<file path="src/rtl/ps2_pkg.sv">
// rtl/ps2_pkg.sv - PS/2 receiver state encoding, scan-code constants and parity helper
package ps2_pkg;

    typedef enum logic [1:0] {
        ST_IDLE   = 2'd0,
        ST_DATA   = 2'd1,
        ST_PARITY = 2'd2,
        ST_STOP   = 2'd3
    } ps2_state_t;

    localparam logic [7:0] PS2_BREAK = 8'hF0;
    localparam logic [7:0] PS2_EXT   = 8'hE0;

    // PS/2 uses odd parity across the eight data bits plus the parity bit
    function automatic logic parity_ok(input logic [7:0] data, input logic par);
        return ^{data, par};
    endfunction

endpackage

</file>
<file path="src/rtl/ps2_clk_filter.sv">
// rtl/ps2_clk_filter.sv - 2-flop synchronizer plus FILTER_LEN-sample glitch filter with fall pulse
module ps2_clk_filter #(
    parameter int FILTER_LEN = 8
) (
    input  logic clk,
    input  logic reset,
    input  logic raw,
    output logic level,
    output logic fall
);

    localparam int CW = (FILTER_LEN > 1) ? $clog2(FILTER_LEN) : 1;

    logic [1:0]    sync;
    logic [CW-1:0] cnt;
    logic          differ;
    logic          flip;

    assign differ = (sync[1] != level);
    // cnt holds the number of earlier differing samples, so this is the FILTER_LEN-th one
    assign flip   = differ && (cnt == CW'(FILTER_LEN - 1));

    always_ff @(posedge clk or negedge reset) begin
        if (!reset) begin
            sync  <= 2'b11;
            cnt   <= '0;
            level <= 1'b1;
            fall  <= 1'b0;
        end else begin
            sync <= {sync[0], raw};
            fall <= flip & level;
            if (flip) begin
                level <= ~level;
                cnt   <= '0;
            end else if (differ) begin
                cnt <= cnt + 1'b1;
            end else begin
                cnt <= '0;
            end
        end
    end

endmodule

</file>
<file path="src/rtl/ps2_rx_scan.sv">
// rtl/ps2_rx_scan.sv - PS/2 scan-code receiver; optional break-code filter via PS2_BREAK_FILTER_EN
module ps2_rx_scan
    import ps2_pkg::*;
#(
    parameter int FILTER_LEN  = 8,
    parameter int TIMEOUT_CYC = 50000
) (
    input  logic       clk,
    input  logic       reset,
    input  logic       ps2c,
    input  logic       ps2d,
    output logic [7:0] ps2_data,
    output logic       ps2_new_data,
    output logic       parity_err,
    output logic       frame_err
);

    localparam int TW = $clog2(TIMEOUT_CYC + 1);

    logic          c_level;
    logic          c_fall;
    logic          d_level;
    logic          unused_data_fall;

    ps2_state_t    state;
    ps2_state_t    state_next;
    logic [2:0]    bit_cnt;
    logic [7:0]    shreg;
    logic          par_bit;
    logic [TW-1:0] tmo_cnt;
    logic          tmo_hit;
    logic          accept_evt;
    logic          perr_evt;
    logic          ferr_evt;
    logic          emit;

    ps2_clk_filter #(.FILTER_LEN(FILTER_LEN)) u_clk_filter (
        .clk   (clk),
        .reset (reset),
        .raw   (ps2c),
        .level (c_level),
        .fall  (c_fall)
    );

    // Same filter on data keeps it time-aligned with the filtered clock
    ps2_clk_filter #(.FILTER_LEN(FILTER_LEN)) u_dat_filter (
        .clk   (clk),
        .reset (reset),
        .raw   (ps2d),
        .level (d_level),
        .fall  (unused_data_fall)
    );

    assign tmo_hit = (state != ST_IDLE) && !c_fall && (tmo_cnt == TW'(TIMEOUT_CYC));

    always_ff @(posedge clk or negedge reset) begin
        if (!reset) begin
            state <= ST_IDLE;
        end else begin
            state <= state_next;
        end
    end

    always_comb begin
        state_next = state;
        if (tmo_hit) begin
            state_next = ST_IDLE;
        end else if (c_fall) begin
            case (state)
                ST_IDLE:   if (!d_level) state_next = ST_DATA;
                ST_DATA:   if (bit_cnt == 3'd7) state_next = ST_PARITY;
                ST_PARITY: state_next = ST_STOP;
                ST_STOP:   state_next = ST_IDLE;
                default:   state_next = ST_IDLE;
            endcase
        end
    end

    always_comb begin
        accept_evt = 1'b0;
        perr_evt   = 1'b0;
        ferr_evt   = 1'b0;
        if (tmo_hit) begin
            ferr_evt = 1'b1;
        end else if (c_fall) begin
            case (state)
                ST_IDLE: ferr_evt = d_level;
                ST_STOP: begin
                    if (!d_level) begin
                        ferr_evt = 1'b1;
                    end else if (!parity_ok(shreg, par_bit)) begin
                        perr_evt = 1'b1;
                    end else begin
                        accept_evt = 1'b1;
                    end
                end
                default: ;
            endcase
        end
    end

    always_ff @(posedge clk or negedge reset) begin
        if (!reset) begin
            bit_cnt <= 3'd0;
            shreg   <= 8'h00;
            par_bit <= 1'b0;
            tmo_cnt <= '0;
        end else begin
            if (tmo_hit) begin
                bit_cnt <= 3'd0;
            end else if (c_fall) begin
                case (state)
                    ST_IDLE:   bit_cnt <= 3'd0;
                    ST_DATA: begin
                        shreg   <= {d_level, shreg[7:1]};
                        bit_cnt <= bit_cnt + 3'd1;
                    end
                    ST_PARITY: par_bit <= d_level;
                    default:   ;
                endcase
            end

            if (state_next == ST_IDLE || c_fall) begin
                tmo_cnt <= '0;
            end else if (tmo_cnt != '1) begin
                tmo_cnt <= tmo_cnt + 1'b1;
            end
        end
    end

`ifdef PS2_BREAK_FILTER_EN
    logic break_pending;

    // F0 arms the flag and is swallowed; the byte that follows is swallowed and disarms it
    assign emit = accept_evt && !break_pending && (shreg != PS2_BREAK);

    always_ff @(posedge clk or negedge reset) begin
        if (!reset) begin
            break_pending <= 1'b0;
        end else if (accept_evt) begin
            break_pending <= !break_pending && (shreg == PS2_BREAK);
        end
    end
`else
    assign emit = accept_evt;
`endif

    always_ff @(posedge clk or negedge reset) begin
        if (!reset) begin
            ps2_data     <= 8'h00;
            ps2_new_data <= 1'b0;
            parity_err   <= 1'b0;
            frame_err    <= 1'b0;
        end else begin
            ps2_new_data <= emit;
            parity_err   <= perr_evt;
            frame_err    <= ferr_evt;
            if (emit) begin
                ps2_data <= shreg;
            end
        end
    end

endmodule
</file>
<file path="config.mk">
export PLATFORM = sky130hd
export DESIGN_NAME = ps2_rx_scan
export DESIGN_NICKNAME = d
export VERILOG_FILES = /design/src/rtl/ps2_pkg.sv /design/src/rtl/ps2_clk_filter.sv /design/src/rtl/ps2_rx_scan.sv
export SDC_FILE = /design/constraint.sdc
export NUM_CORES = 1
export LEC_CHECK = 0
export ABC_AREA = 1
export CORE_UTILIZATION = 35
export CTS_CLUSTER_DIAMETER = 30
export CTS_CLUSTER_SIZE = 12
export DETAILED_ROUTE_END_ITERATION = 7
export HOLD_SLACK_MARGIN = 0.06
export SYNTH_ARGS = -nofsm -noshare
export SYNTH_HDL_FRONTEND = slang
export SYNTH_SLANG_ARGS = --single-unit
export TNS_END_PERCENT = 10
</file>
<file path="constraint.sdc">
create_clock -name clk -period 1.63 [get_ports clk]
set_input_delay 0.2445 -clock clk [delete_from_list [all_inputs] [get_ports clk]]
set_output_delay 0.2445 -clock clk [all_outputs]
set_load 0.03 [all_outputs]
</file>
Word-level counts from Yosys, hierarchy flattened
Index checks and enable logic that the tools add are counted.
W data, S select, Z words.
- add/sub/neg operators: 4
- eq/ne operators: 10
- mux-type cells: 28
- bitwise gates (word level): 4
- reductions and logical operators: 16
- operators with widths (cell ; count):
    $mux W16 ; 2
    $mux W3 ; 6
    $add A16 B1 Y16 const B ; 1
    $eq A16 B16 Y1 const B ; 1
    $ne A16 B16 Y1 const B ; 1
    $mux W1 ; 13
    $add A3 B1 Y3 const B ; 3
    $eq A3 B3 Y1 const B ; 3
    $reduce_xor A9 Y1 ; 1
    $mux W2 ; 4
    $pmux W2 S4 ; 1
    $pmux W3 S2 ; 1
    $reduce_and A3 Y1 ; 2
    $reduce_bool A2 Y1 ; 3
    $eq A2 B2 Y1 const B ; 2
    $logic_and A1 B1 Y1 ; 4
    $logic_not A2 Y1 ; 2
    $not A1 Y1 ; 3
    $reduce_bool A3 Y1 ; 1
    $eq A2 B1 Y1 const B ; 1
    $ne A1 B1 Y1 ; 2
    $pmux W1 S2 ; 1
    $reduce_and A2 Y1 ; 1
    $and A1 B1 Y1 ; 1
    other kinds (2) ; 2
- bits in registers: 54
- input bits: 4
- logic and storage cells: 78

Longest topological paths before layout
- word-level depth: 8
- mapped depth: 10

Modules after synthesis
Synthesis repeated with hierarchy kept, for this count alone.
- cell total of the unflattened synthesis: 365
- area, all modules: 2855.2 um2
- by module, submodules not included (module ; times used ; seq. area each (um2) ; area an instance (um2) ; cells an instance):
    ps2_rx_scan ; 1 ; 1026.0 ; 2319.7 ; 317
    ps2_clk_filter ; 2 ; 178.9 ; 267.8 ; 24

Least setup slack after synthesis
No wires, ideal clock.
- path kind: reg2reg
- from: register bit_cnt[0]
- to: register tmo_cnt[12]
- data arrival time: 1.563 ns
- cell stages (with the launch flop): 11
- required time: 1.553 ns
- path slack: -0.010 ns
- path buffers: 1
- setup time: 0.077 ns
- clock period less this slack: 1.640 ns
- cell sequence: dfrtp_1 -> ha_1 -> ha_1 -> o21ai_0 -> nand2_1 -> nand2_1 -> o21ai_1 -> a21oi_2 -> nand2_4 -> buf_6 -> a21oi_1
- cells in the longest elaborated chain, start to end: 8
- elaborated cells between the ends (all ways): 9
- classes of those cells: eq/ne (1); mux (5); reduce/logical (3)
- RTL lines (item ; RTL line ; source):
    start: declaration ; ps2_rx_scan.sv:27 ; logic [2:0] bit_cnt;
    start signal: assignment ; ps2_rx_scan.sv:116 ; bit_cnt <= bit_cnt + 3'd1;
    $eq A3 B3 Y1 * ; ps2_rx_scan.sv:71 ; ST_DATA: if (bit_cnt == 3'd7) state_next = ST_PARITY;
    $mux W2 * ; ps2_rx_scan.sv:71 ;
    $pmux W2 S4 * ; ps2_rx_scan.sv:69 ; case (state)
    $mux W2 * ; ps2_rx_scan.sv:68 ; end else if (c_fall) begin
    $mux W2 * ; ps2_rx_scan.sv:66 ; if (tmo_hit) begin
    $logic_not A2 Y1 * ; ps2_rx_scan.sv:123 ; if (state_next == ST_IDLE || c_fall) begin
    $logic_or A1 B1 Y1 * ; ps2_rx_scan.sv:123 ;
    $mux W16 or $reduce_bool A2 Y1 (tied branches) ; - ;
    end signal: assignment ; ps2_rx_scan.sv:126 ; tmo_cnt <= tmo_cnt + 1'b1;
    end: declaration ; ps2_rx_scan.sv:30 ; logic [TW-1:0] tmo_cnt;
Mark *: on every way between the ends. The rest lies on a longest branch, timed or not.
A chain may end at the register's enable or synchronous reset.

Worst setup path after layout
- from: register bit_cnt[1]
- to: register tmo_cnt[15]
Same word-level chain as after synthesis.

==> results.md <==
Finish:
- Summing all multi-input logic gate instances after layout gives 0.00129 mm^2.
- Counting the fill cells in the layout gives 733.
- In the final layout, flip-flops and latches occupy 0.00136 mm^2.
- Compared with the post-synthesis result, the final layout area differs by 21.4%.
- The repair_antennas step left the layout with diodes totalling 0.
- At the end of the flow the core is filled with cells to 0.448.
- The final net count is 372.
- The fraction of final layout cells sized beyond drive strength 1 is 0.197.

Floorplan:
- The standard cell core area is 0.00737 mm^2.
- 15 I/O pins were placed.
- The die is 90.2 um tall.
- The area enclosed by the die boundary is 0.00813 mm^2.
- For this configuration, the core starts out at a cell density of 0.369.
- The chip width is 90.2 um.
- The total number of placement rows is 31.

Synth:
- In the synthesized netlist the async set-or-reset flop fraction comes to 1.00.
- The adder-cell share of the synthesized area is 0.0368.
- The library cell with the largest summed area after synthesis is sky130_fd_sc_hd__dfrtp_1.
- The post-synthesis cell area is 0.00272 mm^2.
- In the synthesized netlist, the cells that appear most often are 95 x sky130_fd_sc_hd__nand2_1, 48 x sky130_fd_sc_hd__dfrtp_1, 32 x sky130_fd_sc_hd__nor2_1.
- After synthesis the netlist holds a flip-flop and latch count of 54.
- After synthesis, the share of cell area in mux cells is 0.
- The share of the synthesized area in compound gates (AO/OA/AOI/OAI) is 0.0814.
- Ranked by total cell area, the synthesized netlist is headed by sky130_fd_sc_hd__dfrtp_1 44%, sky130_fd_sc_hd__nand2_1 13%, sky130_fd_sc_hd__dfstp_2 5.8%.
- The distinct cell type count of the synthesized netlist is 34.
- The area share of and/or/nand/nor cells after synthesis is 0.297.
- Synthesis handed over a netlist of 324 instances.
- The average instance in the mapped netlist occupies 8.40 um^2.
- For this run, the register share of the synthesized area comes to 0.499.
- The number of enable-type register cells in the synthesized netlist is 0.
- The Yosys step of the flow raised 0 warnings.
- After synthesis, the largest family of logic cells by area is simple AND/OR/NAND/NOR gates.
- The number of nets in the synthesized netlist is 336.
- The most used flip-flop cell after synthesis is sky130_fd_sc_hd__dfrtp_1.
- The cell with the most instances after synthesis is sky130_fd_sc_hd__nand2_1.
- The share of synthesized area in the top cell type comes to 0.441.
- Of the total synthesized cell area, the portion taken by XOR and XNOR cells is 0.0257.

Worst setup path:
- STA puts the critical path data required time at 1.88 ns.
- Along the worst path, the maximum fanout reaches 8.
- The setup check on the worst reg-to-reg path leaves a slack of -0.02 ns.
- For the worst setup path, the data arrival time is 1.91 ns.
- The kind of critical path is reg -> reg.
- STA classifies the critical path endpoint as a flip-flop.
- The worst reg2reg path depth is 9.
- In this run the critical register-to-register path is launched from bit_cnt[1]$_DFFE_PN0P_.
- The endpoint identified for the worst register-to-register timing path is tmo_cnt[15]$_DFFE_PN0P_.
- The critical path launch point type is a flip-flop.

Power and ir drop:
- Dividing total power by cell area gives a power density of 758 mW/mm^2.
- The worst-case IR drop observed on VDD is 0.000343 V.
- In this run the static leakage power is 1.58 nW.

Routing:
- Using the TritonRoute via totals, the vias-per-cell ratio works out to 4.77.
- For this block, the via count after detailed routing is 2193.
- For this run, design rule violations remaining after detail routing come to 0.
- The first TritonRoute pass finished after 4 iterations.
- Wires add up to 5.44 mm.
- The count of nets left with antenna violations once routing finished came out at 0.
- The routed wire length per instance is 11.8 um.
- The count of routing violations after the opening detailed-route iteration is 136.

STA:
- The count of final setup violators is 9.
- For the pin with the worst max-slew slack, the measured transition is 0.341 ns.
- The worst clock skew on the final layout is 0.00621 ns.
- The minimum setup slack in the final design is -0.0236 ns.
- The number of hold violations in the final report is 0.
- For the finished layout, the period the worst path requires is 1.65 ns.
- The fraction of the cycle the final worst path needs is 1.01.
- The maximum operating frequency is 605 MHz.
- The max-slew violation total from the final report is 0.
- The worst pin sits at a relative slew slack of 0.771.
- Setup repair after global routing could not meet its margin everywhere.

GRT:
- For this run, the total global-route usage over all layers was measured as 0.144.
- The total congestion overflow is 0.
- The number of antenna violations at the first check in global routing was 0.
- The global-route wire length before repair is 9.53 mm.
- Entering global routing, the biggest net connects 55 pins.
- The via count of the first global-routing pass is 2094.

Clock tree:
- The clock edge transition at the registers on the reported setup and hold paths is 0.10 ns.
- Clock latency on the worst-skew pair, taken at its later pin, is 0.32 ns.
- TritonCTS built the clock tree.
- In this run the number of H-tree levels came out at 2.
- The largest buffer count on any clock path is 2.
- The CTS buffer count is 5.
- The root buffer selected by CTS is sky130_fd_sc_hd__clkbuf_8.
- The clock sink count is 54.

Placement:
- The worst slack at placement is -0.0435 ns.
- During placement, the flow inserted port buffers numbering 14.
- The congestion estimate from routability-driven global placement came to 0.768.
- The final HPWL from detailed placement is 3.66 mm.

Min path:
- Counting instances, the worst hold path has a depth of 1.
- The beginning of the worst hold path is ps2d.
- The worst hold path terminates at u_dat_filter.sync[0]$_DFF_PN1_.
- The type of the worst min-delay path is in -> reg.

Outcome:
- The flow ran to the end, but the final reports show violations.
- The checks that failed: setup timing.

Flow run:
- The number of max-cap violations is 0.
-- layout by cell type (no fill, tap or decap), types with 3 or more instances in the layout --
master	instances
sky130_fd_sc_hd__nand2_1	93
sky130_fd_sc_hd__dfrtp_1	47
sky130_fd_sc_hd__nor2_1	31
sky130_fd_sc_hd__inv_1	27
sky130_fd_sc_hd__nand3_1	26
sky130_fd_sc_hd__buf_4	12
sky130_fd_sc_hd__o21ai_0	9
sky130_fd_sc_hd__o21ai_1	9
sky130_fd_sc_hd__a21oi_2	9
sky130_fd_sc_hd__inv_2	8
sky130_fd_sc_hd__nor3_1	7
sky130_fd_sc_hd__clkdlybuf4s50_1	7
sky130_fd_sc_hd__xor2_1	6
sky130_fd_sc_hd__dlymetal6s2s_1	6
sky130_fd_sc_hd__dfstp_2	6
sky130_fd_sc_hd__ha_1	5
sky130_fd_sc_hd__clkbuf_8	5
sky130_fd_sc_hd__nor2_2	4
sky130_fd_sc_hd__a21oi_1	4
sky130_fd_sc_hd__nand2_2	3
-- metal layers --
metal | part of all wire | GRT usage | up-vias
met1 | 0.49 | 0.196 | 1045
met4 | 0.014 | 0.0511 | 0
met3 | 0.028 | 0.0279 | 6
met5 | 0 | 0 | -
met2 | 0.47 | 0.228 | 28
li1 | - | - | 1114
-- logic make-up (layout without fill, tap and decap cells) --
group	count (synthesis)	count (layout)
adders and majority gates	8	8
AOI/OAI and AO/OA	37	37
xor gates and xnor gates	8	8
buffers and inverters	39	74
and+or+nand+nor	178	180
DFF	54	54
-- report_power, final --
part	total [mW]	internal, mW	switching (mW)
registers	1.49	1.44	0.0530
clock network	0.775	0.303	0.472
logic	0.235	0.0994	0.136
-- layout make-up --
class                      instances  area share
clock buffer                       5      0.0208
clock inverter                     3     0.00644
inverter                          36      0.0409
multi-input combinational        233       0.392
sequential                        54       0.412
tap                               99      0.0375
timing repair buffer              30      0.0913
-- registers in the layout, summed over array words and instances, names as in the netlist, 2 cells and up --
signal and count:
u_dat_filter.sync 2, bit_cnt 3, u_clk_filter.sync 2, u_dat_filter.cnt 3, tmo_cnt 16, u_clk_filter.cnt 3, state 2, shreg 8
ps2_data 8
-- worst max-delay path, stage by stage, from the launching register on --
cell and delay (ns):
sky130_fd_sc_hd__dfrtp_1 0.40, sky130_fd_sc_hd__ha_2 0.20, sky130_fd_sc_hd__ha_4 0.16, sky130_fd_sc_hd__o21ai_2 0.09, sky130_fd_sc_hd__nand2_1 0.05, sky130_fd_sc_hd__nand2_1 0.07
sky130_fd_sc_hd__o21ai_2 0.08, sky130_fd_sc_hd__a21oi_4 0.23, sky130_fd_sc_hd__nand2_4 0.16, sky130_fd_sc_hd__a21oi_2 0.14
-- timing repair --
action,CTS,global route
setup endpoints to repair,16,32
hold buffers,1,0
endpoints found under the hold margin,48,0
pin swaps,5,5
resized for setup,10,15
buffers inserted,0,1
gates cloned,1,1
-- worst max-delay path by stage --
stage | start | to | slack, ns | depth (start not counted)
CTS | bit_cnt[1]$_DFFE_PN0P_ | tmo_cnt[15]$_DFFE_PN0P_ | -0.03 | 9
floorplan | bit_cnt[0]$_DFFE_PN0P_ | tmo_cnt[12]$_DFFE_PN0P_ | 0.01 | 10
global route | tmo_cnt[1]$_DFFE_PN0P_ | tmo_cnt[12]$_DFFE_PN0P_ | -0.14 | 11
finish | bit_cnt[1]$_DFFE_PN0P_ | tmo_cnt[15]$_DFFE_PN0P_ | -0.02 | 9
detailed placement | bit_cnt[0]$_DFFE_PN0P_ | tmo_cnt[1]$_DFFE_PN0P_ | -0.04 | 9
global placement | bit_cnt[0]$_DFFE_PN0P_ | tmo_cnt[1]$_DFFE_PN0P_ | 0.002 | 9
-- stage by stage --
| stage | instances | TNS (ns) | cell area (um^2) | hold slack (ns) | total power [mW] |
|---|---|---|---|---|---|
| 2_1_floorplan | 324 | 0 | 2730 | -0.0511 | 1.67 |
| 3_3_place_gp | 448 | 0 | 3090 | 0.268 | 1.74 |
| 3_5_place_dp | 448 | -0.367 | 3090 | 0.269 | 1.76 |
| 4_1_cts | 458 | -0.154 | 3240 | 0.328 | 2.54 |
| 5_1_grt | 460 | -1.66 | 3300 | 0.326 | 2.64 |
| 6_report | 460 | -0.112 | 3300 | 0.330 | 2.51 |
(Power assumes the default switching activity.)
==> variant 1, RTL diff (same flow settings) <==
Add a define of `PS2_BREAK_FILTER_EN`.
--- a/src/rtl/ps2_rx_scan.sv
+++ b/src/rtl/ps2_rx_scan.sv
@@ -1,4 +1,6 @@
 // rtl/ps2_rx_scan.sv - PS/2 scan-code receiver; optional break-code filter via PS2_BREAK_FILTER_EN
+`define PS2_BREAK_FILTER_EN
+
 module ps2_rx_scan
     import ps2_pkg::*;
 #(
Function: no difference found for any inputs over 10 cycles, from zero or initial values and one cycle with reset low; that may be too few to reach the edited logic, so the function may still have changed.
==> variant 1 against the unedited design <==
- the flow still finishes with violations (negative setup slack)
- setup slack worse by 0.061 ns
- synthesized cell count down 3.1%
- clock skew up 0.0015 ns
- power up 0.43%
- global-route usage up 0.58 points
- sequential cell count up 1
- final area up 7.4%
- wire length up 4.6%
- synthesized area up 1.0%
- largest cell class unchanged
==> variant 1: results (changes against the unedited design) <==
* Clk Latency, worst-skew pair at 0.30 ns (-0.02 ns)
* Worst slew pin tran at 0.364 ns (+0.0224 ns)
* Initial DRC count at 64 (-53%)
* Vias in the first global route at 2106 (+0.57%)
* Setup WS post-layout at -0.0849 ns (-0.0614 ns)
* Crit-path max cell delay at 0.43 ns (+0.03 ns)
* Post-Synth Adder-Cell Area at 0.0364 (-0.000368)
* Gr usage total at 0.150 (+0.00576)
* Via density at 4.68 (-1.7%)
* Peak supply drop at 0.442 mV (+29%)
* Setup TNS at -0.690 ns (-0.578 ns)
* Gp weighted congestion at 0.827 (+7.7%)
* Fin Hold WS at 0.342 ns (+0.0124 ns)
* Pin count of the biggest net entering global routing at 56 (+1.8%)
* CP top delay family: simple AND/OR/NAND/NOR gates
* Placed instance area at 3270 um^2 (+5.8%)
* Worst Skew at 0.00767 ns (+0.00146 ns)
* Via count at 2230 (+1.7%)
* Internal power at 0.00190 W (+3.0%)
* Share of cells above drive strength 1 at 0.297 (+0.100)
* Worst Setup EP: tmo_cnt[9]
* Hold_sp: ps2c
* DP HPWL at 4.02 mm (+9.9%)
* Wire per inst at 12.0 um (+1.0%)
* Leak pwr at 1.68 nW (+6.1%)
* Synth Instances at 314 (-3.1%)
* Outcome: complete, but fails checks
* Sequential fraction of the synthesis area at 0.503 (+0.00410)
* Post-Syn Nets at 326 (-3.0%)
* Pre-CTS setup slack at -0.216 ns (-0.172 ns)
* Fill cells at 710 (-3.1%)
* Final setup fails at 15 (+6)
* Largest cells by area after synthesis: dfrtp_1, nand2_1, dfstp_2
* Failing checks: negative setup slack
* First-pass GRT wire length at 9.83 mm (+3.1%)
* Hold Path End: u_clk_filter.sync[0]
-- variant 1: cell types whose count changed in the layout (fill, tap and decap cells not counted), sizes merged, moves of 3 or more --
cell,change
buf,+25
nand3,-11
a21oi,-6
nor2,-6
o21ai,+6
nor3,+4
clkdlybuf4s50,+3
dlymetal6s2s,-3
nor3b,+3
-- variant 1: area by class of cell --
type,count,area (um^2),share of cell area
tap,99,124,0.0349
inverter,36,138,0.0388
sequential,55,1390,0.391
timing repair buffer,55,473,0.133
clock buffer,6,72.6,0.0204
multi-input combinational,223,1340,0.379
clock inverter,2,12.5,0.00352
-- variant 1: routing by layer --
metal | part of all wire | routed length [um] | global-route usage | up-vias
met5 | 0 | 0 | 0 | -
met4 | 0.015 | 84 | 0.0645 | 0
met3 | 0.044 | 251 | 0.0286 | 7
met2 | 0.47 | 2680 | 0.227 | 41
met1 | 0.47 | 2670 | 0.209 | 1049
li1 | - | - | - | 1133
-- variant 1: logic make-up (layout without fill, tap and decap cells) --
group,after synthesis,count (layout)
simple gates,169,171
flops,55,55
buf+inv,38,99
compound gates,36,36
fa+ha+maj,8,8
xor+xnor,8,8
-- variant 1: power groups by stage --
stage	registers (W)	logic (W)	clock network, W
final	0.00151	0.000286	0.000722
after global routing	0.00152	0.000338	0.000809
after CTS	0.00151	0.000294	0.000759
after detailed placement	0.00153	0.000285	0
after global placement	0.00153	0.000280	0
after floorplan	0.00153	0.000166	0
-- variant 1: what timing repair did --
item | 4_1_cts | 5_1_grt
gates cloned | 1 | 1
gates resized for setup | 13 | 27
hold buffers | 1 | 0
pin swaps | 3 | 12
endpoints found under the hold margin | 49 | 0
setup endpoints to repair | 16 | 30
setup buffers | 1 | 5
==> variant 2, RTL diff (config.mk and constraints unchanged) <==
Made on the original files. The 4 states of `ps2_state_t` get a one-hot encoding in 4 bits.
--- a/src/rtl/ps2_pkg.sv
+++ b/src/rtl/ps2_pkg.sv
@@ -1,11 +1,11 @@
 // rtl/ps2_pkg.sv - PS/2 receiver state encoding, scan-code constants and parity helper
 package ps2_pkg;
 
-    typedef enum logic [1:0] {
-        ST_IDLE   = 2'd0,
-        ST_DATA   = 2'd1,
-        ST_PARITY = 2'd2,
-        ST_STOP   = 2'd3
+    typedef enum logic [3:0] {
+        ST_IDLE   = 4'b0001,
+        ST_DATA   = 4'b0010,
+        ST_PARITY = 4'b0100,
+        ST_STOP   = 4'b1000
     } ps2_state_t;
 
     localparam logic [7:0] PS2_BREAK = 8'hF0;
Function: same outputs for any inputs over 10 cycles, from zero or initial values and one cycle with reset low; not proved beyond that.
==> variant 2 against the unedited design <==
- the run still ends with negative setup slack left
- final area up 4.6%
- wire length down 0.70%
- sequential cell count up 2
- worst hold slack worse by 0.0025 ns
- setup slack better by 0.0023 ns
- global-route usage down 0.43 points
- synthesized area up 6.0%
- via count up 5.8%
- largest cell class unchanged
Power is not compared: it rests on default switching activity, and its combinational part moved more than twofold at a synthesized area within 25%.
==> variant 2: results (changes against the unedited design) <==
* Outcome: complete, but fails checks
* Failing checks: negative setup slack
* Worst Skew at 0.0132 ns (+0.00697 ns)
* Gr usage total at 0.140 (-0.00427)
* Hold Path End: u_dat_filter.sync[0]
* Unique masters post-synth at 31 (-8.8%)
* CP Max Fanout at 7 (-1)
* Wire per inst at 11.2 um (-5.6%)
* PostCTS Resize Cnt at 8 (-2)
* Setup WS post-layout at -0.0213 ns (+0.00231 ns)
* Worst slew pin tran at 0.317 ns (-0.0242 ns)
* Final setup fails at 5 (-4)
* Reg-to-Reg Start: tmo_cnt[0]
* Via count at 2321 (+5.8%)
* Pre-CTS setup slack at -0.0582 ns (-0.0147 ns)
* Initial DRC count at 82 (-40%)
* Post-synthesis compound-gate area fraction at 0.0503 (-0.0311)
* Fin Hold WS at 0.327 ns (-0.00252 ns)
* Setup TNS at -0.0687 ns (+0.0437 ns)
* Post-Syn Nets at 354 (+5.4%)
* CP top delay family: simple AND/OR/NAND/NOR gates
* Sequential fraction of the synthesis area at 0.489 (-0.0106)
* Most frequent cells after synthesis: nand2_1, dfrtp_1, nor2_1, inv_1, nand3_1
* FF-to-FF End: tmo_cnt[9]
* Mean post-synth cell area at 8.44 um^2 (+0.44%)
* Share of cells above drive strength 1 at 0.191 (-0.00558)
* Largest cells by area after synthesis: dfrtp_1, nand2_1, dfstp_2
* Vias in the first global route at 2242 (+7.1%)
* Wirelength, routed at 5.40 mm (-0.70%)
* Net total in the final layout at 393 (+5.6%)
* Synth Area in XOR/XNOR at 0.0425 (+0.0168)
* DP Cell Count at 474 (+5.8%)
* Pin count of the biggest net entering global routing at 57 (+3.6%)
## variant 2: metal layers
metal  part of all wire  vias up  routed length [um]  GRT usage
met4              0.013        0                  72     0.0462
li1                   -     1180                   -          -
met5                  0        -                   0          0
met2               0.48       33                2590      0.237
met1               0.48     1101                2580      0.178
met3              0.030        7                 161     0.0271
## variant 2: cell type report
cell class                 instances  area, um^2
fill                             800        4390
sequential                        56        1410
clock buffer                       5        68.8
inverter                          37         139
timing repair buffer              36         325
multi-input combinational        245        1360
clock inverter                     3        27.5
tap                              102         128
## variant 2: worst max-delay path by stage
| stage | from | to | cells after the start |
|---|---|---|---|
| global route | tmo_cnt[0] | tmo_cnt[14] | 10 |
| finish | tmo_cnt[0] | tmo_cnt[9] | 9 |
| floorplan | tmo_cnt[0] | tmo_cnt[12] | 12 |
| CTS | tmo_cnt[0] | tmo_cnt[14] | 10 |
| detailed placement | state[0] | tmo_cnt[8] | 11 |
| global placement | state[0] | tmo_cnt[8] | 11 |
